==> src/rtl/alu_4bit_sequencer_pkg.sv <==
// alu_seq_pkg: shared state encoding, flag bit positions and widths for the ALU sequencer
package alu_seq_pkg;
    localparam int OP_W = 4;
    localparam int D_W  = 4;

    localparam int FLAG_Z = 3;
    localparam int FLAG_C = 2;
    localparam int FLAG_V = 1;
    localparam int FLAG_P = 0;

    typedef enum logic [1:0] {
        IDLE   = 2'd0,
        SETTLE = 2'd1,
        DONE   = 2'd2
    } seq_state_t;
endpackage

==> src/rtl/alu_4bit_sequencer_if.sv <==
// alu_4bit_sequencer_if: request, ALU and result buses of the sequencer (sticky ports with ALU_SEQ_STICKY_FLAGS_EN)
interface alu_4bit_sequencer_if;
    import alu_seq_pkg::*;

    logic            in_valid;
    logic            in_ready;
    logic [OP_W-1:0] in_opcode;
    logic [D_W-1:0]  in_a;
    logic [D_W-1:0]  in_b;
    logic            in_use_acc;
    logic [D_W-1:0]  alu_a;
    logic [D_W-1:0]  alu_b;
    logic [OP_W-1:0] alu_opcode;
    logic [D_W-1:0]  alu_out;
    logic            alu_z;
    logic            alu_c;
    logic            alu_v;
    logic            alu_p;
    logic            res_valid;
    logic            res_ready;
    logic [D_W-1:0]  res_data;
    logic [3:0]      res_flags;
    logic [D_W-1:0]  acc;
    logic            busy;
`ifdef ALU_SEQ_STICKY_FLAGS_EN
    logic            sticky_clr;
    logic            sticky_c;
    logic            sticky_v;
`endif

    modport slave (
        input  in_valid, in_opcode, in_a, in_b, in_use_acc,
        input  alu_out, alu_z, alu_c, alu_v, alu_p, res_ready,
        output in_ready, alu_a, alu_b, alu_opcode,
        output res_valid, res_data, res_flags, acc, busy
`ifdef ALU_SEQ_STICKY_FLAGS_EN
        , input sticky_clr, output sticky_c, sticky_v
`endif
    );

    modport master (
        output in_valid, in_opcode, in_a, in_b, in_use_acc,
        output alu_out, alu_z, alu_c, alu_v, alu_p, res_ready,
        input  in_ready, alu_a, alu_b, alu_opcode,
        input  res_valid, res_data, res_flags, acc, busy
`ifdef ALU_SEQ_STICKY_FLAGS_EN
        , output sticky_clr, input sticky_c, sticky_v
`endif
    );
endinterface

==> src/rtl/alu_4bit_sequencer.sv <==
// alu_4bit_sequencer: holds ALU operands for SETTLE_CYCLES, captures result/flags into acc; ALU_SEQ_STICKY_FLAGS_EN adds sticky C/V
module alu_4bit_sequencer
    import alu_seq_pkg::*;
#(
    parameter int             SETTLE_CYCLES = 1,
    parameter logic [D_W-1:0] ACC_RESET     = 4'h0
) (
    input logic                  clk,
    input logic                  rst_n,
    alu_4bit_sequencer_if.slave  sif
);
    seq_state_t      state_q, state_d;
    logic [3:0]      cnt_q, cnt_d;
    logic [D_W-1:0]  a_q, a_d, b_q, b_d, data_q, data_d, acc_q, acc_d;
    logic [OP_W-1:0] op_q, op_d;
    logic [3:0]      flags_q, flags_d;
    logic            capture;

    assign capture = (state_q == SETTLE) && (cnt_q == 4'd0);

    // State and datapath registers; reset abandons any operation in flight
    always_ff @(posedge clk or negedge rst_n) begin
        if (!rst_n) begin
            state_q <= IDLE;
            cnt_q   <= '0;
            a_q     <= '0;
            b_q     <= '0;
            op_q    <= '0;
            data_q  <= '0;
            flags_q <= '0;
            acc_q   <= ACC_RESET;
        end else begin
            state_q <= state_d;
            cnt_q   <= cnt_d;
            a_q     <= a_d;
            b_q     <= b_d;
            op_q    <= op_d;
            data_q  <= data_d;
            flags_q <= flags_d;
            acc_q   <= acc_d;
        end
    end

    // Next state: accept in IDLE, count down in SETTLE, wait for downstream in DONE
    always_comb begin
        state_d = state_q;
        cnt_d   = cnt_q;
        a_d     = a_q;
        b_d     = b_q;
        op_d    = op_q;
        data_d  = data_q;
        flags_d = flags_q;
        acc_d   = acc_q;
        case (state_q)
            IDLE: if (sif.in_valid) begin
                op_d    = sif.in_opcode;
                b_d     = sif.in_b;
                a_d     = sif.in_use_acc ? acc_q : sif.in_a;
                cnt_d   = 4'(SETTLE_CYCLES - 1);
                state_d = SETTLE;
            end
            SETTLE: if (capture) begin
                data_d          = sif.alu_out;
                acc_d           = sif.alu_out;
                flags_d[FLAG_Z] = sif.alu_z;
                flags_d[FLAG_C] = sif.alu_c;
                flags_d[FLAG_V] = sif.alu_v;
                flags_d[FLAG_P] = sif.alu_p;
                state_d         = DONE;
            end else begin
                cnt_d = cnt_q - 4'd1;
            end
            DONE: state_d = sif.res_ready ? IDLE : DONE;
            default: state_d = IDLE;
        endcase
    end

    assign sif.in_ready   = state_q == IDLE;
    assign sif.res_valid  = state_q == DONE;
    assign sif.busy       = state_q != IDLE;
    assign sif.alu_a      = a_q;
    assign sif.alu_b      = b_q;
    assign sif.alu_opcode = op_q;
    assign sif.res_data   = data_q;
    assign sif.res_flags  = flags_q;
    assign sif.acc        = acc_q;

`ifdef ALU_SEQ_STICKY_FLAGS_EN
    logic sticky_c_q, sticky_v_q;

    // Sticky carry/overflow accumulate over captures; a clear on the capture cycle drops that capture
    always_ff @(posedge clk or negedge rst_n) begin
        if (!rst_n) begin
            sticky_c_q <= 1'b0;
            sticky_v_q <= 1'b0;
        end else begin
            sticky_c_q <= sif.sticky_clr ? 1'b0 : sticky_c_q | (capture & sif.alu_c);
            sticky_v_q <= sif.sticky_clr ? 1'b0 : sticky_v_q | (capture & sif.alu_v);
        end
    end

    assign sif.sticky_c = sticky_c_q;
    assign sif.sticky_v = sticky_v_q;
`endif
endmodule
==> src/flat_wrapper.sv <==
// flat-port wrapper written by rule: the top's interface ports become plain ports
module alu_4bit_sequencer_flat import alu_seq_pkg::*;
#(
    parameter int             SETTLE_CYCLES = 1,
    parameter logic [D_W-1:0] ACC_RESET     = 4'h0
)
  (clk, rst_n, sif_in_valid, sif_in_opcode, sif_in_a, sif_in_b, sif_in_use_acc, sif_alu_out, sif_alu_z, sif_alu_c, sif_alu_v, sif_alu_p, sif_res_ready, sif_in_ready, sif_alu_a, sif_alu_b, sif_alu_opcode, sif_res_valid, sif_res_data, sif_res_flags, sif_acc, sif_busy);
  alu_4bit_sequencer_if sif_i ();
  input logic clk;
  input logic rst_n;
  input wire logic [$bits(sif_i.in_valid)-1:0] sif_in_valid;
  input wire logic [$bits(sif_i.in_opcode)-1:0] sif_in_opcode;
  input wire logic [$bits(sif_i.in_a)-1:0] sif_in_a;
  input wire logic [$bits(sif_i.in_b)-1:0] sif_in_b;
  input wire logic [$bits(sif_i.in_use_acc)-1:0] sif_in_use_acc;
  input wire logic [$bits(sif_i.alu_out)-1:0] sif_alu_out;
  input wire logic [$bits(sif_i.alu_z)-1:0] sif_alu_z;
  input wire logic [$bits(sif_i.alu_c)-1:0] sif_alu_c;
  input wire logic [$bits(sif_i.alu_v)-1:0] sif_alu_v;
  input wire logic [$bits(sif_i.alu_p)-1:0] sif_alu_p;
  input wire logic [$bits(sif_i.res_ready)-1:0] sif_res_ready;
  output wire logic [$bits(sif_i.in_ready)-1:0] sif_in_ready;
  output wire logic [$bits(sif_i.alu_a)-1:0] sif_alu_a;
  output wire logic [$bits(sif_i.alu_b)-1:0] sif_alu_b;
  output wire logic [$bits(sif_i.alu_opcode)-1:0] sif_alu_opcode;
  output wire logic [$bits(sif_i.res_valid)-1:0] sif_res_valid;
  output wire logic [$bits(sif_i.res_data)-1:0] sif_res_data;
  output wire logic [$bits(sif_i.res_flags)-1:0] sif_res_flags;
  output wire logic [$bits(sif_i.acc)-1:0] sif_acc;
  output wire logic [$bits(sif_i.busy)-1:0] sif_busy;
  assign sif_i.in_valid = sif_in_valid;
  assign sif_i.in_opcode = sif_in_opcode;
  assign sif_i.in_a = sif_in_a;
  assign sif_i.in_b = sif_in_b;
  assign sif_i.in_use_acc = sif_in_use_acc;
  assign sif_i.alu_out = sif_alu_out;
  assign sif_i.alu_z = sif_alu_z;
  assign sif_i.alu_c = sif_alu_c;
  assign sif_i.alu_v = sif_alu_v;
  assign sif_i.alu_p = sif_alu_p;
  assign sif_i.res_ready = sif_res_ready;
  assign sif_in_ready = sif_i.in_ready;
  assign sif_alu_a = sif_i.alu_a;
  assign sif_alu_b = sif_i.alu_b;
  assign sif_alu_opcode = sif_i.alu_opcode;
  assign sif_res_valid = sif_i.res_valid;
  assign sif_res_data = sif_i.res_data;
  assign sif_res_flags = sif_i.res_flags;
  assign sif_acc = sif_i.acc;
  assign sif_busy = sif_i.busy;
  alu_4bit_sequencer #(.SETTLE_CYCLES(SETTLE_CYCLES), .ACC_RESET(ACC_RESET)) u_core (.clk(clk), .rst_n(rst_n), .sif(sif_i));
endmodule
==> config.mk <==
export PLATFORM = sky130hd
export DESIGN_NAME = alu_4bit_sequencer_flat
export DESIGN_NICKNAME = d
export VERILOG_FILES = /design/src/rtl/alu_4bit_sequencer_pkg.sv /design/src/rtl/alu_4bit_sequencer_if.sv /design/src/rtl/alu_4bit_sequencer.sv /design/src/flat_wrapper.sv
export SDC_FILE = /design/constraint.sdc
export NUM_CORES = 1
export LEC_CHECK = 0
export BUFFER_PORTS_ARGS = -buffer_cell sky130_fd_sc_hd__buf_2
export CAP_MARGIN = 20
export CORE_ASPECT_RATIO = 0.8
export CORE_MARGIN = 2
export CORE_UTILIZATION = 41
export CTS_CLUSTER_SIZE = 12
export DETAILED_ROUTE_END_ITERATION = 8
export GPL_ROUTABILITY_DRIVEN = 0
export HOLD_SLACK_MARGIN = 0.02
export PLACE_DENSITY = 0.79
export SYNTH_ARGS = -nofsm -noshare
export SYNTH_HDL_FRONTEND = slang
export SYNTH_SLANG_ARGS = --single-unit
==> constraint.sdc <==
create_clock -name clk -period 1.45 [get_ports clk]
set_clock_uncertainty 0.05 [all_clocks]
set_input_delay 0.0725 -clock clk [delete_from_list [all_inputs] [get_ports clk]]
set_output_delay 0.0725 -clock clk [all_outputs]
set_load 0.1 [all_outputs]
# --- Yosys cells after proc, flatten, opt, wreduce, memory -nomap -nowiden ---
# Index checks and enable logic that the tools add are counted.
totals:
  regBits: 26
  latch_bits: 0
  ram_bits: 0
  rom_bits: 0
  input_bits: 25
  output_inout_bits: 27
  word_cells: 30
  n_memories: 0
classes:
  n_addsub: 1
  mul: 0
  div_mod_pow: 0
  magnitude_cmp: 0
  eq_ne: 5
  n_shift: 0
  muxes: 8
  bitwise: 0
  n_reduce_logical: 9
op_table:
  columns: ["operator", "n"]
  rows:
  - ["4-bit two-way mux", 3]
  - ["4-bit one-hot mux with 2 select lines", 1]
  - ["2-bit two-way mux", 3]
  - ["2-bit one-hot mux with 3 select lines", 1]
  - ["2-bit AND reduction", 3]
  - ["4-bit zero test", 1]
  - ["2-bit != test (second input constant)", 2]
  - ["2-bit nonzero test", 2]
  - ["4-bit by 1-bit subtractor with 4-bit output (second input constant)", 1]
  - ["3-bit AND reduction", 1]
  - ["2-bit by 1-bit equality test with 1-bit output (second input constant)", 1]
  - ["2-bit equality test (second input constant)", 1]
  - ["2-bit zero test", 1]
  - ["2-bit by 1-bit != test with 1-bit output (second input constant)", 1]
  - ["1-bit logical AND", 1]

# --- Longest topological paths before layout ---
logic_depth:
  word_depth: 4
  depth_mapped: 5
  ltp_nobuf: 5

# --- Least setup slack after synthesis ---
# Ideal clock, no wire load.
synth_path:
  path_kind: "register to output"
  startpoint: "register u_core.state_q[0]"
  endpoint: "output port sif_busy"
  t_arrival_ns: 2.813
  required_time_ns: 1.327
  slack_ns: -1.486
  stages_incl_launch_ff: 4
  path_buffers: 1
  cell_sequence: "dfrtp_1 -> buf_2 -> nor2_1 -> inv_1"
synth_via:
  elab_chain_cells: 1
synth_rtl:
  columns: ["element", "line_no", "text"]
  rows:
  - ["start, declared", "alu_4bit_sequencer.sv:12", "seq_state_t state_q, state_d;"]
  - ["start signal, assigned", "alu_4bit_sequencer.sv:33", "state_q <= state_d;"]
  - ["2-bit nonzero test", "alu_4bit_sequencer.sv:80", "assign sif.busy = state_q != IDLE;"]
  - ["end, declared", "flat_wrapper.sv:30", "output wire logic [$bits(sif_i.busy)-1:0] sif_busy;"]
# No other way between the ends.

# --- Final worst setup path ---
layout_path:
  startpoint: "register u_core.cnt_q[1]"
  endpoint: "register u_core.cnt_q[0]"
layout_via:
  elab_chain_cells: 4
layout_rtl:
  columns: ["element", "line_no", "text"]
  rows:
  - ["start, declared", "alu_4bit_sequencer.sv:13", "logic [3:0] cnt_q, cnt_d;"]
  - ["start signal, assigned", "alu_4bit_sequencer.sv:34", "cnt_q <= cnt_d;"]
  - ["4-bit zero test", "alu_4bit_sequencer.sv:19", "assign capture = (state_q == SETTLE) && (cnt_q == 4'd0);"]
  - ["1-bit logical AND", "alu_4bit_sequencer.sv:19", null]
  - ["2-bit != test (no source line)", null, null]
  - ["3-bit AND reduction (no source line)", null, null]
# No other way between the ends.
# A chain may end at the register's enable or synchronous reset.

==> results.md <==
- Via count of the first global-routing pass: 1035
- Worst reg2reg path depth: 6
- DRC violation count after routing: 0
- # IOs: 52
- 1st-iter DRT viols: 19
- Post-detailed-placement cell area: 1580 µm²
- GRT Overall Usage: 17.9%
- Netlist area before placement: 1190 µm²
- Post-DP HPWL: 2000 µm
- Count of different cell masters after synthesis: 23
- Maximum fanout along the worst path: 5
- Crit. End Element: flip-flop
- Yosys warning total: 0
- Starting Density: 43.1%
- Net count of the mapped netlist: 120
- Highest-delay cell along the critical path: sky130_fd_sc_hd__or4b_4
- RSZ-0062 raised after global routing: true
- Worst Hold Margin: 0.0197 ns
- Sum Neg Setup Slack: -1.09 ns
- Number of inserted filler cells in the final layout: 182
- Slew Limit Headroom: 62.2%
- Sequential element share of the synthesized area: 54.6%
- Violated checks: negative setup slack
- Routed length per instance: 15.1 µm
- Global-route wire length before repair: 4650 µm
- Vertical extent of the die: 52.2 µm
- Launch instance of the worst min-delay path: sif_in_a[0]
- Port Buffers: 51
- Outcome: complete, but fails checks
- Synthesis-stage register bit count: 26
- Antenna diodes: 0
- Insertion delay of the later-clocked pin in the worst-skew pair: 0.33 ns
- GR Overflow Total: 0
- Routed via count: 1045
- Final clock period utilization by the worst path: 108%
- Mean instance size in the synthesized netlist: 12.8 µm²
- Endpoint required time on the critical path: 1.68 ns
- Worst Tran Pin Value: 0.566 ns
- CTS buffer count: 3
- Reg clk slew, reported paths: 0.14 ns
- Sinks on the clock net: 26
- Count of buffer and inverter cells on the critical path: 2
- Pin count of the biggest net entering global routing: 27
- CTS tree: done
- Path category of the worst min-delay check: primary input to flip-flop
- Internal reg-to-reg setup slack: -0.11 ns
- Total Die Area: 3360 µm²
- Number of slew-limit violations in the final report: 0
- Die Wd: 64.3 µm
- Antenna-violating nets left: 0
- Synth top area cells: sky130_fd_sc_hd__dfrtp_1 55%, sky130_fd_sc_hd__mux2_2 16%, sky130_fd_sc_hd__mux2i_1 3.4%
- R2r startpoint: u_core.cnt_q[1]
- Area growth, synth to finish: 65.1%
- Wire length reported by the detailed router: 3270 µm
- Endpoint arrival time on the critical path: 1.79 ns
- Standard-cell rows: 17
- Layout cells sized above 1: 64.2%
- Cell type contributing the most total cell area after synthesis: sky130_fd_sc_hd__dfrtp_1
- Worst setup path class: flip-flop to flip-flop
- Average vias per placed instance: 4.82
- Core area: 2770 µm²
- Root cell of the clock tree: sky130_fd_sc_hd__clkbuf_4
- Number of antenna violations at the first check in global routing: 0
- Pre-CTS WS: -0.201 ns
- Hold violation count in the final report: 0
- H-Tree Level Count: 1
- Number of nets in the final layout: 207
- Worst reg2reg endpoint: u_core.cnt_q[0]
- Upper clock frequency limit: 640 MHz
- Time the final worst path needs with I/O delays and setup: 1.56 ns
- Kind of cell adding the most delay to the critical path: simple AND/OR/NAND/NOR gates
- Final setup violation count: 12
- Design area: 1970 µm²
- Kind of start point of the critical path: flip-flop
- Sink of the worst hold path: u_core.sif.alu_a[0]
- Crit path setup slack, layout: -0.113 ns
- Slowest cell delay on critical path: 0.49 ns
- Worst-case clock buffer depth: 2
- Critical path, cell by cell: inv_2, ha_4, nor3b_4, buf_6, or4b_4, nand3_2
- Max-cap violations: 0
- Hold path cells: 3
- First-pass iteration count of the detailed router: 4
- Share of the synthesized area in the top cell type: 54.6%
- Cells after synthesis: 93
layout by cell type, fill, tap and decap left out, types with 3 or more instances in the layout:
master | synthesis | layout
sky130_fd_sc_hd__dfrtp_1 | 26 | 20
sky130_fd_sc_hd__clkbuf_4 | 0 | 3
sky130_fd_sc_hd__buf_12 | 0 | 3
sky130_fd_sc_hd__mux2i_1 | 4 | 4
sky130_fd_sc_hd__nor2_1 | 5 | 4
sky130_fd_sc_hd__buf_2 | 2 | 48
sky130_fd_sc_hd__dlygate4sd3_1 | 0 | 20
sky130_fd_sc_hd__buf_6 | 1 | 3
sky130_fd_sc_hd__dfrtp_2 | 0 | 6
sky130_fd_sc_hd__nand2_1 | 4 | 3
sky130_fd_sc_hd__buf_4 | 4 | 16
sky130_fd_sc_hd__a21oi_1 | 5 | 5
sky130_fd_sc_hd__inv_2 | 0 | 3
sky130_fd_sc_hd__mux2_2 | 17 | 16
synthesized netlist by cell type:
cell type and instances:
sky130_fd_sc_hd__dfrtp_1 26, sky130_fd_sc_hd__mux2_2 17, sky130_fd_sc_hd__a21oi_1 5, sky130_fd_sc_hd__nor2_1 5, sky130_fd_sc_hd__buf_4 4, sky130_fd_sc_hd__inv_1 4, sky130_fd_sc_hd__mux2i_1 4, sky130_fd_sc_hd__nand2_1 4
sky130_fd_sc_hd__nand3_1 4, sky130_fd_sc_hd__buf_2 2, sky130_fd_sc_hd__ha_1 2, sky130_fd_sc_hd__nor3_1 2, sky130_fd_sc_hd__nor3b_4 2, sky130_fd_sc_hd__o21ai_0 2, sky130_fd_sc_hd__or4b_1 2, sky130_fd_sc_hd__a22o_2 1
sky130_fd_sc_hd__buf_1 1, sky130_fd_sc_hd__buf_6 1, sky130_fd_sc_hd__nand2b_1 1, sky130_fd_sc_hd__nand3b_4 1, sky130_fd_sc_hd__nor2b_1 1, sky130_fd_sc_hd__o21bai_1 1, sky130_fd_sc_hd__or4_1 1
state kept, by name, summed over array words and instances, names as in the netlist:
signal / count
u_core.sif.res_flags: 4
u_core.sif.alu_b: 4
u_core.sif.alu_a: 4
u_core.state_q: 2
u_core.sif.alu_opcode: 4
u_core.sif.res_data: 4
u_core.cnt_q: 4
worst min-delay path, delay by kind of cell:
kind | cells | cell delay (ns)
AOI/OAI and AO/OA | 1 | 0.15
muxes | 1 | 0.05
buffers and inverters | 1 | 0.08
worst max path at each step:
| stage | startpoint | to | slack, ns | cells past startpoint |
|---|---|---|---|---|
| global placement | u_core.cnt_q[0] | u_core.sif.res_data[2] | -0.08 | 5 |
| CTS | u_core.cnt_q[1] | u_core.cnt_q[1] | -0.13 | 6 |
| floorplan | u_core.state_q[0] | sif_busy | -0.36 | 3 |
| global route | u_core.cnt_q[1] | u_core.sif.res_data[3] | -0.15 | 5 |
| finish | u_core.cnt_q[1] | u_core.cnt_q[0] | -0.11 | 6 |
| detailed placement | u_core.cnt_q[1] | u_core.sif.res_flags[0] | -0.20 | 5 |
layer usage:
layer | up-vias | track usage (%) | routed length [µm]
met4 | 0 | 2.48 | 59
met3 | 8 | 5.81 | 192
li1 | 493 | - | -
met2 | 40 | 32.6 | 1700
met5 | - | 0 | 0
met1 | 504 | 21.5 | 1320
repair_timing:
item / in CTS / in global routing
resized for setup: 8 / 13
hold buffers: 20 / 0
endpoints found under the setup margin: 13 / 15
buffers inserted: 3 / 5
endpoints found under the hold margin: 45 / 0
pin swaps: 6 / 5
final cells by class:
class / instances / area (µm²) / area share [%]
clock buffers: 3 / 22.5 / 1.15
clock inverters: 1 / 30.0 / 1.53
inverters: 4 / 17.5 / 0.891
multi-input cells: 55 / 537 / 27.3
flip-flops and latches: 26 / 658 / 33.5
well taps: 38 / 47.5 / 2.42
repair buffers: 90 / 654 / 33.3
through the flow:
stage / instances / utilization (%)
floorplan: 93 / -
global placement: 185 / 57.2
detailed placement: 185 / 57.2
CTS: 212 / 68.1
global route: 217 / 71.1
finish: 217 / 71.1
cells by family after synthesis:
group | after synthesis | synth area share, %
AOI/OAI and AO/OA | 9 | 4.41
adders and majority gates | 2 | 2.10
buffers and inverters | 12 | 5.88
DFF | 26 | 54.6
muxes | 21 | 19.4
and+or+nand+nor | 23 | 13.6
Power is left out: the tool's default activity adds up to more than one toggle a clock period on the data nets, which glitch-free logic cannot reach.
